<file path="src/rtl/instr_fetch_queue_pkg.sv">
// Shared definitions for the instruction fetch front end: reset vector,
// NOP encoding and the entry format buffered between fetch and decode.
package instr_fetch_queue_pkg;

  // Boot vector used when the top-level parameter is left at its default.
  localparam logic [31:0] DEFAULT_RESET_PC = 32'hBFC0_0000;

  // SLL $0,$0,0 -- what decode sees while the queue is empty.
  localparam logic [31:0] NOP_INSTR = 32'h0000_0000;

  // One buffered fetch result.
  typedef struct packed {
    logic [31:0] pc;
    logic [31:0] instr;
    logic        adel;
  } fetch_entry_t;

  localparam int FETCH_ENTRY_W = $bits(fetch_entry_t);

  // Sequential fetch address; wraps modulo 2^32.
  function automatic logic [31:0] next_fetch_pc(input logic [31:0] pc);
    return pc + 32'd4;
  endfunction

endpackage

</file>
<file path="src/rtl/instr_fetch_queue_sync_fifo.sv">
// Small synchronous FIFO with occupancy count and synchronous clear.
// Used for the fetch buffer and for the in-order PC queue of in-flight
// requests. DEPTH must be a power of two so the pointers wrap naturally.
module sync_fifo #(
  parameter int WIDTH = 32,
  parameter int DEPTH = 4,
  localparam int AW = (DEPTH > 1) ? $clog2(DEPTH) : 1,
  localparam int CW = $clog2(DEPTH + 1)
) (
  input  logic             clk,
  input  logic             resetn,
  input  logic             clear,
  input  logic             push,
  input  logic             pop,
  input  logic [WIDTH-1:0] wdata,
  output logic [WIDTH-1:0] rdata,
  output logic [CW-1:0]    count,
  output logic             full,
  output logic             empty
);

  logic [WIDTH-1:0] mem_r [DEPTH];
  logic [AW-1:0]    wptr_r;
  logic [AW-1:0]    rptr_r;
  logic [CW-1:0]    count_r;
  logic             do_push_s;
  logic             do_pop_s;

  // Qualify push/pop against occupancy; a pop frees room for a same-cycle push.
  always_comb begin
    do_pop_s  = pop && (count_r != {CW{1'b0}});
    do_push_s = push && ((count_r != CW'(DEPTH)) || do_pop_s);
  end

  // Storage, pointers and occupancy; clear empties the queue in one edge.
  always_ff @(posedge clk or negedge resetn) begin
    if (!resetn) begin
      wptr_r  <= {AW{1'b0}};
      rptr_r  <= {AW{1'b0}};
      count_r <= {CW{1'b0}};
      for (int i = 0; i < DEPTH; i++) begin
        mem_r[i] <= {WIDTH{1'b0}};
      end
    end else if (clear) begin
      wptr_r  <= {AW{1'b0}};
      rptr_r  <= {AW{1'b0}};
      count_r <= {CW{1'b0}};
    end else begin
      if (do_push_s) begin
        mem_r[wptr_r] <= wdata;
        wptr_r        <= wptr_r + AW'(1);
      end
      if (do_pop_s) begin
        rptr_r <= rptr_r + AW'(1);
      end
      if (do_push_s && !do_pop_s) begin
        count_r <= count_r + CW'(1);
      end else if (do_pop_s && !do_push_s) begin
        count_r <= count_r - CW'(1);
      end
    end
  end

  // Head and status views.
  always_comb begin
    rdata = mem_r[rptr_r];
    count = count_r;
    full  = (count_r == CW'(DEPTH));
    empty = (count_r == {CW{1'b0}});
  end

endmodule

</file>
<file path="src/rtl/instr_fetch_queue.sv">
// Instruction fetch queue: issues sequential word fetches, buffers returned
// instructions with their PCs, and hands them to decode. Redirects drop both
// buffered and in-flight instructions; misaligned PCs produce a single
// address-error entry and stop fetch until the next redirect.
module instr_fetch_queue
  import instr_fetch_queue_pkg::*;
#(
  parameter int          DEPTH    = 4,
  parameter logic [31:0] RESET_PC = DEFAULT_RESET_PC
) (
  input  logic        clk,
  input  logic        resetn,
  input  logic        flush_i,
  input  logic [31:0] flush_pc_i,
  output logic        inst_req_o,
  output logic [31:0] inst_addr_o,
  input  logic        inst_addr_ok_i,
  input  logic        inst_data_ok_i,
  input  logic [31:0] inst_rdata_i,
  output logic        id_valid_o,
  output logic [31:0] id_instr_o,
  output logic [31:0] id_pc_o,
  output logic        id_adel_o,
  input  logic        id_stall_i
);

  localparam int CW = $clog2(DEPTH + 1);

  // Fetch state
  logic [31:0]   pc_r;
  logic          req_held_r;
  logic          held_stale_r;
  logic [31:0]   req_addr_r;
  logic [CW-1:0] discard_r;
  logic          halted_r;
  logic          run_r;

  // Queue interfaces
  logic [FETCH_ENTRY_W-1:0] fifo_rdata_s;
  logic [CW-1:0]            fifo_count_s;
  logic                     fifo_full_s;
  logic                     fifo_empty_s;
  logic                     fifo_push_s;
  fetch_entry_t             fifo_wentry_s;
  fetch_entry_t             head_s;
  logic [31:0]              pcq_head_s;
  logic [CW-1:0]            pcq_count_s;
  logic                     pcq_full_s;
  logic                     pcq_empty_s;

  // Per-cycle events
  logic          issue_s;
  logic          accept_s;
  logic          ret_s;
  logic          drop_s;
  logic          stale_accept_s;
  logic          pop_s;
  logic          push_data_s;
  logic          mis_s;
  logic [CW:0]   credit_sum_s;
  logic [CW-1:0] discard_next_s;
  logic [CW-1:0] discard_flush_s;

  // Request generation, response classification and next discard count.
  // Outstanding requests are exactly the PC-queue occupancy, so the credit
  // check bounds buffered plus in-flight entries by DEPTH.
  always_comb begin
    credit_sum_s = {1'b0, fifo_count_s} + {1'b0, pcq_count_s};
    issue_s      = run_r && !halted_r && (pc_r[1:0] == 2'b00) &&
                   (credit_sum_s < (CW + 1)'(DEPTH)) && !pcq_full_s;
    inst_req_o   = req_held_r || issue_s;
    if (req_held_r) begin
      inst_addr_o = req_addr_r;
    end else begin
      inst_addr_o = pc_r;
    end
    accept_s       = inst_req_o && inst_addr_ok_i;
    stale_accept_s = accept_s && held_stale_r;
    ret_s          = inst_data_ok_i && !pcq_empty_s;
    drop_s         = ret_s && (discard_r != {CW{1'b0}});
    pop_s          = id_valid_o && !id_stall_i;
    push_data_s    = ret_s && !drop_s && !flush_i;
    // Error entry only once nothing live is still in flight, so it lands
    // after every instruction fetched ahead of it.
    mis_s          = run_r && !halted_r && (pc_r[1:0] != 2'b00) &&
                     (pcq_count_s == discard_r) &&
                     (!fifo_full_s || pop_s) && !flush_i;
    discard_next_s  = discard_r - CW'(drop_s) + CW'(stale_accept_s);
    discard_flush_s = pcq_count_s + CW'(accept_s) - CW'(ret_s);
  end

  // Select what enters the fetch buffer: returned word or address-error marker.
  always_comb begin
    fifo_push_s = push_data_s || mis_s;
    if (mis_s) begin
      fifo_wentry_s.pc    = pc_r;
      fifo_wentry_s.instr = NOP_INSTR;
      fifo_wentry_s.adel  = 1'b1;
    end else begin
      fifo_wentry_s.pc    = pcq_head_s;
      fifo_wentry_s.instr = inst_rdata_i;
      fifo_wentry_s.adel  = 1'b0;
    end
  end

  // Decode-side view of the buffer head; zero (NOP) when empty.
  always_comb begin
    head_s     = fetch_entry_t'(fifo_rdata_s);
    id_valid_o = !fifo_empty_s;
    if (!fifo_empty_s) begin
      id_instr_o = head_s.instr;
      id_pc_o    = head_s.pc;
      id_adel_o  = head_s.adel;
    end else begin
      id_instr_o = NOP_INSTR;
      id_pc_o    = 32'h0000_0000;
      id_adel_o  = 1'b0;
    end
  end

  // Fetch PC, held-request tracking, discard accounting and halt state.
  // A request raised but not yet accepted keeps its address across a
  // redirect; if a redirect happened meanwhile it is marked stale and its
  // eventual response is discarded instead of advancing the PC.
  always_ff @(posedge clk or negedge resetn) begin
    if (!resetn) begin
      pc_r         <= RESET_PC;
      req_held_r   <= 1'b0;
      held_stale_r <= 1'b0;
      req_addr_r   <= RESET_PC;
      discard_r    <= {CW{1'b0}};
      halted_r     <= 1'b0;
      run_r        <= 1'b0;
    end else begin
      run_r        <= 1'b1;
      req_held_r   <= inst_req_o && !inst_addr_ok_i;
      held_stale_r <= (flush_i || held_stale_r) && inst_req_o && !inst_addr_ok_i;
      req_addr_r   <= inst_addr_o;
      if (flush_i) begin
        pc_r      <= flush_pc_i;
        discard_r <= discard_flush_s;
        halted_r  <= 1'b0;
      end else begin
        if (accept_s && !stale_accept_s) begin
          pc_r <= next_fetch_pc(pc_r);
        end
        discard_r <= discard_next_s;
        if (mis_s) begin
          halted_r <= 1'b1;
        end
      end
    end
  end

  // Fetch buffer presented to decode; a redirect empties it.
  sync_fifo #(
    .WIDTH (FETCH_ENTRY_W),
    .DEPTH (DEPTH)
  ) u_fetch_buf (
    .clk    (clk),
    .resetn (resetn),
    .clear  (flush_i),
    .push   (fifo_push_s),
    .pop    (pop_s),
    .wdata  (fifo_wentry_s),
    .rdata  (fifo_rdata_s),
    .count  (fifo_count_s),
    .full   (fifo_full_s),
    .empty  (fifo_empty_s)
  );

  // PC of every accepted request, popped as responses return in order.
  // Never cleared by a redirect: it must stay aligned with the memory.
  sync_fifo #(
    .WIDTH (32),
    .DEPTH (DEPTH)
  ) u_pc_queue (
    .clk    (clk),
    .resetn (resetn),
    .clear  (1'b0),
    .push   (accept_s),
    .pop    (ret_s),
    .wdata  (inst_addr_o),
    .rdata  (pcq_head_s),
    .count  (pcq_count_s),
    .full   (pcq_full_s),
    .empty  (pcq_empty_s)
  );

endmodule

</file>
<file path="config.mk">
export PLATFORM = sky130hd
export DESIGN_NAME = instr_fetch_queue
export DESIGN_NICKNAME = d
export VERILOG_FILES = /design/src/rtl/instr_fetch_queue_pkg.sv /design/src/rtl/instr_fetch_queue_sync_fifo.sv /design/src/rtl/instr_fetch_queue.sv
export SDC_FILE = /design/constraint.sdc
export NUM_CORES = 1
export LEC_CHECK = 0
export BUFFER_PORTS_ARGS = -buffer_cell sky130_fd_sc_hd__buf_4
export CORE_MARGIN = 1
export CORE_UTILIZATION = 55
export CTS_CLUSTER_DIAMETER = 50
export CTS_CLUSTER_SIZE = 28
export DETAILED_ROUTE_END_ITERATION = 8
export PLACE_DENSITY_LB_ADDON = 0.12
export SLEW_MARGIN = 40
export SYNTH_ARGS = -nofsm -noshare
export SYNTH_HDL_FRONTEND = slang
export SYNTH_SLANG_ARGS = --single-unit
</file>
<file path="constraint.sdc">
create_clock -name clk -period 7.8 [get_ports clk]
set_clock_uncertainty 0.05 [all_clocks]
set_input_delay 1.17 -clock clk [delete_from_list [all_inputs] [get_ports clk]]
set_output_delay 1.17 -clock clk [all_outputs]
set_load 0.01 [all_outputs]
</file>
==> run metrics <==
final WL 50700 um; Fill cells 3022; global route overflow 0; sequential area share after synthesis 0.531; clk sink count 473; Detail Placement HPWL 31300 um; placement row count 73; Critical Path RT 6.58 ns; ANT cells 0; Hold WC Path Type reg -> reg; Mapped Avg Cell Area 13.3 um2; fraction of registers with async set/reset 1.00; layout cells sized above 1 0.393; Pins Over Slew Limit 0; DR DRC count 0; Data arrival, critical path 3.00 ns; Final nets 1892; Initial Utilization 0.559; ys flop type dfrtp_1; max-cap viol count 0; post-synthesis register bit count 473; total power 8360 uW; static leakage 0.0121 uW; CTS tree done; number of DRC markers in iteration 0 732; Root Buffer clkbuf_16; synthesized area 22300 um2; RD Place Congestion 0.768; Syn Inst Count 1673; initial antenna violation count 1; critical path fanouts, max 41; wire per inst 21.4 um; TNS Setup 0 ns; Tightest Pin Transition 0.738 ns; core box area 39900 um2; status complete, no violations; Slew headroom 0.508; Finish-stage setup viols 0; hold_ws 0.428 ns; vias per cell 5.74; pin count of the biggest net entering global routing 125; VDD IR max 200 uV; yosys warns 0; Yosys cell types 58; crit path kind reg -> out; CP Capture Type output port; power per standard cell area 326 nW/um2; die area 41400 um2; Die W 203 um; Longest Clk Path Bufs 3; Post-CTS Hold Buffers 0; Setup WS pre-CTS 3.63 ns; post-route ant nets 0; Final Hold Viols 0; Num CTS Buffers 48; Overall Global Routing Usage 0.257; min Tclk post-route 4.22 ns; period utilization 0.542; worst setup margin 3.58 ns; first-pass GRT wire length 81600 um; postcts setup bufs 0; Startpoint Class register; Worst-Skew Late Latency 0.60 ns; vias in the first global route 14300; post_cts resized 0; port bufs 168; Area Growth Syn to Fin 14.8%; Die Y 203 um; Reg clk slew, reported paths 0.07 ns; Vias 13600; H-tree depth 2; io pins 169; EDFF count, synth 0; syn_nets 1763; post-layout util 0.642; RSZ-0062 raised after global routing no; Fmax 237 MHz; DRT Pass-1 Iters 5
-- layout by cell type (no fill, tap or decap), drive strengths merged, types with 2 or more instances in the layout --
cell	n
and2	99
dfstp	18
nand4	6
nor4	14
nor2b	5
ha	16
bufinv	4
mux2	302
a41oi	2
nand3b	2
inv	74
clkinv	13
nand2b	5
and4	3
nand3	20
nor2	18
xor2	14
mux4	97
a21oi	3
nand2	168
clkinvlp	5
o21ai	154
dfrtp	455
xnor2	30
nor4b	4
fa	4
clkbuf	50
nor3	11
buf	191
mux2i	39
-- worst max-delay path: stages, from the launching register on --
cell	delay (ns)
dfrtp_4	0.79
buf_6	0.61
mux4_2	0.66
and2_1	0.20
buf_4	0.14
-- area by class of cell --
class                      count  area [um2]  area share
inverter                      56         210     0.00820
multi-input combinational   1032        9630       0.376
clock buffer                  50        1240      0.0484
tap                          525         657      0.0256
clock inverter                40         510      0.0199
timing repair buffer         191        1520      0.0592
sequential                   473       11900       0.463
-- flip-flops by register name, summed over array words and instances, names as in the netlist --
signal,cells
u_pc_queue.count,3
u_fetch_buf.rptr_r,2
req_held_r,1
req_addr_r,32
run_r,1
u_pc_queue.wptr_r,2
pc_r,32
held_stale_r,1
u_pc_queue.mem_r,128
u_fetch_buf.mem_r,260
u_fetch_buf.count,3
u_fetch_buf.wptr_r,2
u_pc_queue.rptr_r,2
discard_r,3
halted_r,1
-- power by group --
group	switching (uW)	internal, uW
Combinational	1150	1250
Sequential	398	3070
Clock	1130	1360
-- stage by stage --
| stage | instance area, um2 | std cells |
|---|---|---|
| 6_report | 25600 | 2367 |
| 3_3_place_gp | 23800 | 2275 |
| 3_5_place_dp | 23800 | 2275 |
| 2_1_floorplan | 22300 | 1673 |
| 5_1_grt | 25600 | 2367 |
| 4_1_cts | 25600 | 2365 |
-- synth_stat cells, types with 11 or more instances --
| master | n | area (um2) |
|---|---|---|
| mux4_2 | 97 | 2180 |
| dfrtp_1 | 455 | 11400 |
| inv_1 | 55 | 206 |
| mux2_4 | 37 | 556 |
| nand3_1 | 12 | 60.1 |
| nor2_1 | 18 | 67.6 |
| o21ai_0 | 146 | 731 |
| xor2_1 | 14 | 123 |
| nand2_1 | 168 | 631 |
| mux2i_1 | 39 | 390 |
| and2_1 | 98 | 613 |
| xnor2_1 | 30 | 263 |
| dfstp_2 | 18 | 473 |
| buf_2 | 32 | 160 |
| nor3_1 | 11 | 55.1 |
| mux2_2 | 258 | 2910 |
| buf_6 | 26 | 293 |
| ha_1 | 16 | 200 |
| clkbuf_1 | 51 | 191 |
-- cells by family after synthesis --
family,Yosys count,share of synthesized area
and+or+nand+nor,364,0.0868
adders and majority gates,20,0.0126
buffers and inverters,168,0.0391
muxes,438,0.274
AOI/OAI and AO/OA,165,0.0392
other,1,0.000168
DFF,473,0.531
xor gates and xnor gates,44,0.0173
-- metal layers --
layer / up-vias / share of wire / global-route usage
met5: - / 0 / 0
met4: 0 / 0.023 / 0.0816
met3: 79 / 0.045 / 0.0358
met2: 316 / 0.48 / 0.408
met1: 7033 / 0.46 / 0.369
li1: 6158 / - / -
-- final timing paths --
path / start / to / slack, ns / depth (start not counted)
worst max-delay path: u_fetch_buf.rptr_r[0] / id_pc_o[13] / 3.58 / 4
worst min-delay path: u_pc_queue.mem_r[57] / u_pc_queue.mem_r[57] / 0.43 / 2
worst max register to register: u_fetch_buf.count[2] / discard_r[2] / 4.50 / 14
worst min register to register: u_pc_queue.mem_r[57] / u_pc_queue.mem_r[57] / 0.43 / 2
max in group asynchronous: resetn / u_pc_queue.mem_r[88] / 5.42 / 3
min in group asynchronous: resetn / u_fetch_buf.mem_r[13] / 0.56 / 1
Power figures use the tool's default switching activity.
